## config.mk

```make
export PLATFORM = sky130hd
export DESIGN_NAME = mem_port_arbiter_flat
export DESIGN_NICKNAME = d
export VERILOG_FILES = /design/src/rtl/mem_port_arbiter_pkg.sv /design/src/rtl/mem_port_arbiter_if.sv /design/src/rtl/mem_port_arbiter_store_lane_gen.sv /design/src/rtl/mem_port_arbiter.sv /design/src/flat_wrapper.sv
export SDC_FILE = /design/constraint.sdc
export NUM_CORES = 1
export LEC_CHECK = 0
export CORE_MARGIN = 10
export CORE_UTILIZATION = 40
export CTS_CLUSTER_DIAMETER = 120
export DETAILED_ROUTE_END_ITERATION = 8
export HOLD_SLACK_MARGIN = 0.06
export PLACE_DENSITY = 0.78
export SLEW_MARGIN = 20
export SYNTH_ARGS = -nofsm -noshare
export SYNTH_HDL_FRONTEND = slang
export SYNTH_SLANG_ARGS = --single-unit
```

## constraint.sdc

```tcl
create_clock -name clk -period 1.62 [get_ports clk]
set_input_delay 0.324 -clock clk [delete_from_list [all_inputs] [get_ports clk]]
set_output_delay 0.324 -clock clk [all_outputs]
set_load 0.005 [all_outputs]
```

## src/rtl/mem_port_arbiter_pkg.sv

```systemverilog
// Shared constants for the I/D memory port arbiter: FSM encodings, byte-enable
// patterns and the memory opcodes seen on opcodeM.
package mem_port_arbiter_pkg;

  localparam logic [2:0] ST_IDLE    = 3'd0;
  localparam logic [2:0] ST_ISSUE_I = 3'd1;
  localparam logic [2:0] ST_ISSUE_D = 3'd2;
  localparam logic [2:0] ST_WAIT_I  = 3'd3;
  localparam logic [2:0] ST_WAIT_D  = 3'd4;

  // Big-endian lanes: bit 3 enables bits 31:24.
  localparam logic [3:0] BE_NONE  = 4'b0000;
  localparam logic [3:0] BE_SB0   = 4'b1000;
  localparam logic [3:0] BE_SH_HI = 4'b1100;
  localparam logic [3:0] BE_SH_LO = 4'b0011;
  localparam logic [3:0] BE_WORD  = 4'b1111;

  localparam logic [5:0] OP_LB  = 6'h20;
  localparam logic [5:0] OP_LH  = 6'h21;
  localparam logic [5:0] OP_LW  = 6'h23;
  localparam logic [5:0] OP_LBU = 6'h24;
  localparam logic [5:0] OP_LHU = 6'h25;
  localparam logic [5:0] OP_SB  = 6'h28;
  localparam logic [5:0] OP_SH  = 6'h29;
  localparam logic [5:0] OP_SW  = 6'h2B;

  function automatic logic [3:0] sb_be(input logic [1:0] off);
    return BE_SB0 >> off;
  endfunction

endpackage

```

## src/rtl/mem_port_arbiter_if.sv

```systemverilog
// Bundles the fetch port, data port and shared memory port of the arbiter.
// slave = arbiter view; master = requesters plus memory (bench side).
interface mem_port_arbiter_if #(
  parameter int ADDR_W = 32,
  parameter int DATA_W = 32
);
  logic              IReq;
  logic [ADDR_W-1:0] IAddr;
  logic [DATA_W-1:0] IRdata;
  logic              IValid;
  logic              IStall;

  logic              DReq;
  logic              DWe;
  logic [ADDR_W-1:0] DAddr;
  logic [DATA_W-1:0] DWdata;
  logic [5:0]        opcodeM;
  logic [DATA_W-1:0] DRdata;
  logic              DValid;
  logic              DStall;

  logic              MemReq;
  logic              MemReady;
  logic [ADDR_W-3:0] MemAddr;
  logic [3:0]        MemWe;
  logic [DATA_W-1:0] MemWdata;
  logic              MemRvalid;
  logic [DATA_W-1:0] MemRdata;

  modport slave (
    input  IReq, IAddr, DReq, DWe, DAddr, DWdata, opcodeM,
    input  MemReady, MemRvalid, MemRdata,
    output IRdata, IValid, IStall, DRdata, DValid, DStall,
    output MemReq, MemAddr, MemWe, MemWdata
  );

  modport master (
    output IReq, IAddr, DReq, DWe, DAddr, DWdata, opcodeM,
    output MemReady, MemRvalid, MemRdata,
    input  IRdata, IValid, IStall, DRdata, DValid, DStall,
    input  MemReq, MemAddr, MemWe, MemWdata
  );
endinterface

```

## src/rtl/mem_port_arbiter_store_lane_gen.sv

```systemverilog
// Combinational store lane generator: opcode + byte offset -> big-endian byte
// enables and lane-replicated write data; loads yield no enables.
module mem_port_arbiter_store_lane_gen
  import mem_port_arbiter_pkg::*;
#(
  parameter int DATA_W = 32
) (
  input  logic [5:0]        opcode,
  input  logic [1:0]        off,
  input  logic              dwe,
  input  logic [DATA_W-1:0] dwdata,
  output logic [3:0]        we,
  output logic [DATA_W-1:0] wdata
);

  always_comb begin
    we    = BE_NONE;
    wdata = dwdata;
    if (dwe) begin
      case (opcode)
        OP_SB: begin
          we    = sb_be(off);
          wdata = {4{dwdata[7:0]}};
        end
        OP_SH: begin
          we    = off[1] ? BE_SH_LO : BE_SH_HI;
          wdata = {2{dwdata[15:0]}};
        end
        OP_SW:   we = BE_WORD;
        default: we = BE_NONE;
      endcase
    end
  end

endmodule

```

## src/rtl/mem_port_arbiter.sv

```systemverilog
// Shares one variable-latency memory port between fetch (I) and load/store (D),
// with D priority except right after a D grant while I waits; stalls until done.
module mem_port_arbiter
  import mem_port_arbiter_pkg::*;
#(
  parameter int ADDR_W = 32,
  parameter int DATA_W = 32
) (
  input logic              clk,
  input logic              rst_n,
  mem_port_arbiter_if.slave bus
);

  logic [2:0]        state;
  logic              last_d;
  logic              cur_store;
  logic [ADDR_W-3:0] mem_addr;
  logic [3:0]        mem_we;
  logic [DATA_W-1:0] mem_wdata;
  logic [DATA_W-1:0] i_rdata;
  logic [DATA_W-1:0] d_rdata;
  logic              i_valid;
  logic              d_valid;
  logic [3:0]        lane_we;
  logic [DATA_W-1:0] lane_wdata;
  logic              grant_d;
  logic              grant_i;
  logic              unused_iaddr_lsb;

  assign unused_iaddr_lsb = ^bus.IAddr[1:0];

  mem_port_arbiter_store_lane_gen #(.DATA_W(DATA_W)) u_store_lane_gen (
    .opcode (bus.opcodeM),
    .off    (bus.DAddr[1:0]),
    .dwe    (bus.DWe),
    .dwdata (bus.DWdata),
    .we     (lane_we),
    .wdata  (lane_wdata)
  );

  // I only wins when the previous grant went to D and I is waiting.
  assign grant_d = bus.DReq & ~(last_d & bus.IReq);
  assign grant_i = bus.IReq & ~grant_d;

  always_ff @(posedge clk) begin
    if (!rst_n) begin
      state     <= ST_IDLE;
      last_d    <= 1'b0;
      cur_store <= 1'b0;
      mem_addr  <= '0;
      mem_we    <= BE_NONE;
      mem_wdata <= '0;
      i_rdata   <= '0;
      d_rdata   <= '0;
      i_valid   <= 1'b0;
      d_valid   <= 1'b0;
    end else begin
      i_valid <= 1'b0;
      d_valid <= 1'b0;
      case (state)
        ST_IDLE: begin
          if (grant_d) begin
            state     <= ST_ISSUE_D;
            last_d    <= 1'b1;
            cur_store <= bus.DWe;
            mem_addr  <= bus.DAddr[ADDR_W-1:2];
            mem_we    <= lane_we;
            mem_wdata <= lane_wdata;
          end else if (grant_i) begin
            state     <= ST_ISSUE_I;
            last_d    <= 1'b0;
            cur_store <= 1'b0;
            mem_addr  <= bus.IAddr[ADDR_W-1:2];
            mem_we    <= BE_NONE;
            mem_wdata <= '0;
          end
        end
        ST_ISSUE_I: if (bus.MemReady) state <= ST_WAIT_I;
        ST_ISSUE_D: begin
          // Stores get no memory response, so they complete on accept.
          if (bus.MemReady) begin
            if (cur_store) begin
              state   <= ST_IDLE;
              d_valid <= 1'b1;
            end else begin
              state <= ST_WAIT_D;
            end
          end
        end
        ST_WAIT_I: begin
          if (bus.MemRvalid) begin
            i_rdata <= bus.MemRdata;
            i_valid <= 1'b1;
            state   <= ST_IDLE;
          end
        end
        ST_WAIT_D: begin
          if (bus.MemRvalid) begin
            d_rdata <= bus.MemRdata;
            d_valid <= 1'b1;
            state   <= ST_IDLE;
          end
        end
        default: state <= ST_IDLE;
      endcase
    end
  end

  assign bus.MemReq   = (state == ST_ISSUE_I) || (state == ST_ISSUE_D);
  assign bus.MemAddr  = mem_addr;
  assign bus.MemWe    = mem_we;
  assign bus.MemWdata = mem_wdata;
  assign bus.IRdata   = i_rdata;
  assign bus.IValid   = i_valid;
  assign bus.IStall   = bus.IReq & ~i_valid;
  assign bus.DRdata   = d_rdata;
  assign bus.DValid   = d_valid;
  assign bus.DStall   = bus.DReq & ~d_valid;

endmodule
```

## src/flat_wrapper.sv

```systemverilog
// flat-port wrapper written by rule: the top's interface ports become plain ports
module mem_port_arbiter_flat import mem_port_arbiter_pkg::*;
#(
  parameter int ADDR_W = 32,
  parameter int DATA_W = 32
)
  (clk, rst_n, bus_IReq, bus_IAddr, bus_DReq, bus_DWe, bus_DAddr, bus_DWdata, bus_opcodeM, bus_MemReady, bus_MemRvalid, bus_MemRdata, bus_IRdata, bus_IValid, bus_IStall, bus_DRdata, bus_DValid, bus_DStall, bus_MemReq, bus_MemAddr, bus_MemWe, bus_MemWdata);
  mem_port_arbiter_if #(.ADDR_W(ADDR_W), .DATA_W(DATA_W)) bus_i ();
  input logic clk;
  input logic rst_n;
  input wire logic [$bits(bus_i.IReq)-1:0] bus_IReq;
  input wire logic [$bits(bus_i.IAddr)-1:0] bus_IAddr;
  input wire logic [$bits(bus_i.DReq)-1:0] bus_DReq;
  input wire logic [$bits(bus_i.DWe)-1:0] bus_DWe;
  input wire logic [$bits(bus_i.DAddr)-1:0] bus_DAddr;
  input wire logic [$bits(bus_i.DWdata)-1:0] bus_DWdata;
  input wire logic [$bits(bus_i.opcodeM)-1:0] bus_opcodeM;
  input wire logic [$bits(bus_i.MemReady)-1:0] bus_MemReady;
  input wire logic [$bits(bus_i.MemRvalid)-1:0] bus_MemRvalid;
  input wire logic [$bits(bus_i.MemRdata)-1:0] bus_MemRdata;
  output wire logic [$bits(bus_i.IRdata)-1:0] bus_IRdata;
  output wire logic [$bits(bus_i.IValid)-1:0] bus_IValid;
  output wire logic [$bits(bus_i.IStall)-1:0] bus_IStall;
  output wire logic [$bits(bus_i.DRdata)-1:0] bus_DRdata;
  output wire logic [$bits(bus_i.DValid)-1:0] bus_DValid;
  output wire logic [$bits(bus_i.DStall)-1:0] bus_DStall;
  output wire logic [$bits(bus_i.MemReq)-1:0] bus_MemReq;
  output wire logic [$bits(bus_i.MemAddr)-1:0] bus_MemAddr;
  output wire logic [$bits(bus_i.MemWe)-1:0] bus_MemWe;
  output wire logic [$bits(bus_i.MemWdata)-1:0] bus_MemWdata;
  assign bus_i.IReq = bus_IReq;
  assign bus_i.IAddr = bus_IAddr;
  assign bus_i.DReq = bus_DReq;
  assign bus_i.DWe = bus_DWe;
  assign bus_i.DAddr = bus_DAddr;
  assign bus_i.DWdata = bus_DWdata;
  assign bus_i.opcodeM = bus_opcodeM;
  assign bus_i.MemReady = bus_MemReady;
  assign bus_i.MemRvalid = bus_MemRvalid;
  assign bus_i.MemRdata = bus_MemRdata;
  assign bus_IRdata = bus_i.IRdata;
  assign bus_IValid = bus_i.IValid;
  assign bus_IStall = bus_i.IStall;
  assign bus_DRdata = bus_i.DRdata;
  assign bus_DValid = bus_i.DValid;
  assign bus_DStall = bus_i.DStall;
  assign bus_MemReq = bus_i.MemReq;
  assign bus_MemAddr = bus_i.MemAddr;
  assign bus_MemWe = bus_i.MemWe;
  assign bus_MemWdata = bus_i.MemWdata;
  mem_port_arbiter #(.ADDR_W(ADDR_W), .DATA_W(DATA_W)) u_core (.clk(clk), .rst_n(rst_n), .bus(bus_i));
endmodule
```

==> Word-level counts from Yosys, hierarchy flattened <==
Cells that the tools add are included.
{ "word_totals": {"inputBits": 141, "out_inout_bits": 135, "register_bits": 137, "wordCells": 65} }
{ "classes": {"n_eq_ne": 11, "bitwise_logic": 9, "muxes": 25, "shift": 1, "n_reduce_logical": 9} }
{ "op_table": {"columns": ["cell", "count"], "rows": [
  ["2-to-1 mux 32 bit", 3],
  ["one-hot mux 32 bit (2 select lines)", 1],
  ["2-to-1 mux 30 bit", 2],
  ["equality test 6 bit (second input constant)", 3],
  ["2-to-1 mux 3 bit", 6],
  ["2-to-1 mux 4 bit", 4],
  ["one-hot mux 3 bit (4 select lines)", 1],
  ["one-hot mux 4 bit (3 select lines)", 1],
  ["AND reduction 2 bit", 4],
  ["equality test 3 x 2 -> 1 bit (second input constant)", 2],
  ["2-to-1 mux 1 bit", 6],
  ["bitwise AND 1 bit", 5],
  ["!= test 2 bit (second input constant)", 2],
  ["NOT 1 bit", 4],
  ["AND reduction 4 bit", 1],
  ["right shift 4 x 2 -> 4 bit (first input constant)", 1],
  ["equality test 3 x 1 -> 1 bit (second input constant)", 1],
  ["equality test 3 bit (second input constant)", 1],
  ["logical NOT 3 bit", 1],
  ["!= test 3 x 1 -> 1 bit (second input constant)", 1],
  ["!= test 2 x 1 -> 1 bit (second input constant)", 1],
  ["one-hot mux 1 bit (2 select lines)", 1],
  ["nonzero test 2 bit", 1],
  ["OR reduction 2 bit", 1],
  ["logical OR 1 bit", 1]
]} }

==> Depth between registers and ports, before layout <==
{ "depth": {"depth_word": 8, "mapped_depth": 7, "ltp_nobuf": 4} }

==> Cells and area by module <==
From an unflattened synthesis, not the netlist that was laid out.
{ "hier_totals": {"hier_cells": 647, "area_unflattened_um2": 5798.1} }
{ "modules_own_cells": {"columns": ["mod", "n_inst", "cells_per_inst", "area_per_inst_um2", "seq_area_each_um2"], "rows": [
  ["mem_port_arbiter", 1, 589, 5215.0, 2742.6],
  ["mem_port_arbiter_store_lane_gen", 1, 58, 583.1, 0.0]
]} }

==> Least setup slack after synthesis <==
Ideal clock, no wire load.
{ "synth_path": {"path_kind": "input to register", "start": "input bus_opcodeM[4]", "end": "register u_core.mem_wdata[21] (netlist: u_core.bus.MemWdata[21])", "setup_ps": 118, "arrival_time_ps": 1239, "stages": 6, "path_buffers": 2, "required_ps": 1502, "setup_slack_ps": 262, "path_cell_list": "and4bb_2 > nand3b_1 > buf_4 > buf_6 > mux2i_1 > o2bb2ai_1"} }
{ "synth_via": {"elab_chain_cells": 4, "word_cells_on_any_way": 5, "classes_between": "2 x eq/ne; 3 x mux"} }
{ "synth_rtl": {"columns": ["element", "line", "text"], "rows": [
  ["start: declaration", "flat_wrapper.sv:17", "input wire logic [$bits(bus_i.opcodeM)-1:0] bus_opcodeM;"],
  ["equality test 6 bit", "mem_port_arbiter_store_lane_gen.sv:20", "case (opcode)"],
  ["one-hot mux 32 bit (2 select lines) *", "mem_port_arbiter_store_lane_gen.sv:20", null],
  ["2-to-1 mux 32 bit *", "mem_port_arbiter_store_lane_gen.sv:19", "if (dwe) begin"],
  ["2-to-1 mux 32 bit *", "mem_port_arbiter.sv:62", "if (grant_d) begin"],
  ["end signal: assignment", "mem_port_arbiter.sv:68", "mem_wdata <= lane_wdata;"],
  ["end: declaration", "mem_port_arbiter.sv:19", "logic [DATA_W-1:0] mem_wdata;"]
]} }
Mark *: on every way between the ends. The rest lies on a longest branch, timed or not.
A chain may end at the register's enable or synchronous reset.

==> Final worst setup path <==
{ "layout_path": {"start": "register u_core.i_rdata[24] (netlist: u_core.bus.IRdata[24])", "end": "output bus_IRdata[24]"} }
{ "layout_lines": {"columns": ["element", "line", "text"], "rows": [
  ["start: declaration", "mem_port_arbiter.sv:20", "logic [DATA_W-1:0] i_rdata;"],
  ["start signal: assignment", "mem_port_arbiter.sv:92", "i_rdata <= bus.MemRdata;"],
  ["end: declaration", "flat_wrapper.sv:21", "output wire logic [$bits(bus_i.IRdata)-1:0] bus_IRdata;"]
]} }
No word-level cell between the ends.

==> metrics.md <==
| Metric | Value |
|---|---|
| Run status | complete, no violations |
| Reg2reg start | u_core.state[0] |
| Dominant register cell in the synthesized netlist | sky130_fd_sc_hd__dfxtp_1 |
| Worst-case register-to-register setup slack | 110 ps |
| Mean cell area of the mapped netlist | between 9 and 10 µm² |
| PwrDens | 988.8 mW/mm² |
| Area fraction of the dominant cell type after synthesis | roughly 48% |
| Layout cell share with drive strength beyond 1 | 9.540% |
| Final setup violating endpoints | 0 |
| DRC | 0 |
| Maxcap violations | 0 |
| Number of synthesized register bits | 137 |
| Area of the multi-input gates | between 0.002 and 0.003 mm² |
| Clock-pin slew reported for the worst setup and hold paths after clock tree synthesis | approximately 60 ps |
| Complex-gate fraction of the synthesized area | between 20% and 30% |
| Placeable core area | roughly 0.014 mm² |
| Largest family of logic cells by synthesized area | compound AO/OA/AOI/OAI gates |
| Number of CTS-inserted buffers | 17 |
| Dpl ws | -373.1 ps |
| Num Clock Sinks | 137 |
| Global placement routability congestion | roughly 0.81 |
| Worst hold path type | primary input to register |
| Category of cells accounting for the largest share of critical-path delay | buffers and inverters |
| Detail-routed net length per standard cell | ~18 µm |
| FF+latch area | between 0.002 and 0.003 mm² |
| Met2 Use GR | 31.65% |
| Proportion of synthesized flip-flops having asynchronous set or reset | 0% |
| CTS H-tree depth | 4 |
| Simple-gate portion of the synthesized area | approximately 16% |
| Setup Total Neg Slack | 0 ps |
| Hold Crit Endpoint | u_core.state[2] |
| CTS tree | yes |
| Number of hold buffers added after cts | 0 |
| Wire length of the first global-routing pass | 30430 µm |
| Commonest cells after routing, fill and taps aside | 164 x sky130_fd_sc_hd__clkdlybuf4s50_1, 159 x sky130_fd_sc_hd__nand2_1, 136 x sky130_fd_sc_hd__dfxtp_1, 66 x sky130_fd_sc_hd__dlymetal6s2s_1, 54 x sky130_fd_sc_hd__mux2i_1 |
| Number of buffers on the longest clock path | 2 |
| Clock insertion delay at the later pin of the skew report | ~410 ps |
| Highest clock frequency the design can meet | 629.1 MHz |
| Portion of netlist area occupied by mux cells | 11.04% |
| Hold wc startpoint | rst_n |
| Fin. max-slew vios | 0 |
| Critical path capture point type | output port |
| I/O pin cnt | 276 |
| Portion of the clock cycle consumed by the worst path in the final layout | between 90% and 100% |
| Startpoint types | register |
| DRC violation total after the first TritonRoute iteration | 271 |
| Hold Path Depth | 3 |
| Gr ovfl total | 0 |
| Antenna diode count | 0 |
| P&R area growth vs syn | 67.31% |
| Die width | about 140 µm |
| Crit path time final | between 1500 and 2000 ps |
| Port buffer count | 273 |
| Cell types occupying the most area after synthesis | sky130_fd_sc_hd__dfxtp_1 48%, sky130_fd_sc_hd__nand2_1 10%, sky130_fd_sc_hd__mux2i_1 9.5% |
| Ys Warns | 0 |
| Number of flops mapped to enable cells by yosys | 0 |
| XOR/XNOR share of the synthesized area | 0.1533% |
| Crit Reg-Reg Endpoint | u_core.bus.MemWe[2] |
| Worst EP arrival | roughly 1300 ps |
| Worst-margin pin slew | 612.1 ps |
| Master of the slowest instance on the critical path | sky130_fd_sc_hd__clkdlybuf4s50_1 |
| Worst reg-to-reg path cell count | 5 |
| Most utilized layer in the global route result | met2 |
| Wire length reported by the detailed router | 19540 µm |
| Number of vias in the routed layout | approximately 5400 |
| Worst setup path category | register to output port |
| Number of global-route vias before repair | 5583 |
| Effective utilization at floorplan | approximately two fifths |
| Site row count | 43 |
| Synth area leader | sky130_fd_sc_hd__dfxtp_1 |
| Placed wire-length estimate after detailed placement | between 10000 and 15000 µm |
| Nets@finish | just over 1000 |
| Final worst slack | slightly above 30 ps |
| Post-synthesis share of cell area spent on full adders, half adders and majority gates | 0% |
| Leakage component of the power | just over 5 nW |
| Vertical die dimension | 139.5 µm |
| CTS Root Buffer Type | sky130_fd_sc_hd__clkbuf_16 |
| Core Util, Final | between 60% and 70% |
| Sequential-to-total area share from yosys stat | ~48% |
| Via density | a little over 5 |
| Global routing met1 resource utilization | 20.99% |
| Worst-path fanout max | 2 |
| GRT met3 Usage | 8.847% |
| Drt first pass iters | 4 |
| GRT Total Usage | 19.13% |
| Highest ir drop seen on vdd | about 0.00063 V |
| Die footprint | between 0.015 and 0.02 mm² |
| Longest individual stage delay on the worst path | ~520 ps |
| Number of antenna violations at the first check in global routing | 0 |
| Final-layout fill cell count | 1039 |
| Slew margin rel. | just under 60% |
| Count of mapped cells out of synthesis | 600 |
| Total nets after synthesis | approximately 740 |
| Required time of the worst setup path | between 1000 and 1500 ps |
| Remaining antenna violation count after routing | 0 |
| Clock Skews | a little under 7 ps |
| Most common cell after layout, fill and taps aside | sky130_fd_sc_hd__clkdlybuf4s50_1 |
| Count of different cell masters after synthesis | 41 |
| Number of buffer and inverter stages on the critical path | 1 |
| Netlist Area Pre-Place | around 0.0057 mm² |
| Maximum number of pins on one net before global-route repair | 70 |
| Final hold violations | 0 |
| Crit-path cells | clkdlybuf4s50_1 |
==> cells in the mapped netlist (2+ instances only) <==
master                      count
sky130_fd_sc_hd__a211oi_1       2
sky130_fd_sc_hd__a21boi_0      13
sky130_fd_sc_hd__a21boi_1      51
sky130_fd_sc_hd__a21oi_1        2
sky130_fd_sc_hd__a22oi_1       10
sky130_fd_sc_hd__and2_1         3
sky130_fd_sc_hd__buf_2         17
sky130_fd_sc_hd__buf_4          8
sky130_fd_sc_hd__buf_6          2
sky130_fd_sc_hd__clkbuf_1      21
sky130_fd_sc_hd__dfxtp_1      137
sky130_fd_sc_hd__inv_1          2
sky130_fd_sc_hd__mux2_2         8
sky130_fd_sc_hd__mux2i_1       54
sky130_fd_sc_hd__nand2_1      159
sky130_fd_sc_hd__nand2b_1       3
sky130_fd_sc_hd__nand3_1        5
sky130_fd_sc_hd__nand3b_1       2
sky130_fd_sc_hd__nor2_1         9
sky130_fd_sc_hd__nor2b_1       13
sky130_fd_sc_hd__nor3_1         2
sky130_fd_sc_hd__o2111ai_1      2
sky130_fd_sc_hd__o211a_1       30
sky130_fd_sc_hd__o21ai_0        2
sky130_fd_sc_hd__o21ai_1        4
sky130_fd_sc_hd__o2bb2ai_1     24
==> worst max-delay path by stage <==
| stage | start | endpoint | slack [ps] | depth (start not counted) |
|---|---|---|---|---|
| after floorplan | bus_opcodeM[4] | u_core.bus.MemWdata[21] | 260 | 6 |
| after global routing | u_core.bus.DRdata[18] | bus_DRdata[18] | -3 | 1 |
| after global placement | bus_IReq | bus_IStall | -370 | 3 |
| final | u_core.bus.IRdata[24] | bus_IRdata[24] | 30 | 1 |
| after CTS | u_core.bus.MemAddr[4] | bus_MemAddr[4] | 0.1 | 1 |
| after detailed placement | bus_IReq | bus_IStall | -370 | 3 |
==> cell families (layout without fill, tap and decap cells) <==
logic type / Yosys count / after routing
and+or+nand+nor: 205 / 205
DFF: 137 / 137
muxes: 62 / 62
AOI/OAI and AO/OA: 145 / 145
xor gates and xnor gates: 1 / 1
buffers and inverters: 50 / 341
==> through the flow <==
stage / instance area, µm² / hold slack (ps) / cells / total power (W)
global route: 9560 / 256.1 / 1071 / 0.009878
finish: 9560 / 240.8 / 1071 / 0.009453
global placement: 8847 / 439.9 / 1040 / 0.005709
CTS: 9393 / 221.6 / 1071 / 0.009586
floorplan: 5714 / 451.4 / 600 / 0.004585
detailed placement: 8847 / 445.5 / 1040 / 0.005760
==> power by group <==
group          switching (W)  total, W  internal [W]  leakage, nW
registers           0.000132   0.00376       0.00362         1.12
logic               0.000763   0.00182       0.00106         3.75
clock network        0.00143   0.00387       0.00245        0.289
total                0.00232   0.00945       0.00713         5.16
==> cell type report <==
| class | count | share of cell area, % |
|---|---|---|
| Sequential cell | 137 | 28.70 |
| Multi-Input combinational cell | 413 | 28.46 |
| Inverter | 2 | 0.07852 |
| Clock buffer | 19 | 4.633 |
| Clock inverter | 12 | 1.584 |
| Tap cell | 180 | 2.356 |
| Timing Repair Buffer | 308 | 34.18 |
==> registers in the layout, summed over array words and instances (netlist names) <==
| register | cells |
|---|---|
| u_core.bus.IRdata | 32 |
| u_core.last_d | 1 |
| u_core.bus.DRdata | 32 |
| u_core.bus.MemWdata | 32 |
| u_core.bus.DValid | 1 |
| u_core.state | 3 |
| u_core.bus.MemAddr | 30 |
| u_core.cur_store | 1 |
| u_core.bus.MemWe | 4 |
| u_core.bus.IValid | 1 |
==> per-layer routing <==
layer / up-vias / share of wire, %
met1: 2511 / 40
met2: 213 / 49
met3: 26 / 9.2
met4: 0 / 1.8
met5: - / 0
li1: 2644 / -
==> repair_timing <==
action                     CTS  global route
pin swaps                    0             1
setup endpoints to repair   40            67
resized for setup           44            68
setup buffers                0             0
No activity file was read; power rests on OpenSTA's default activity.
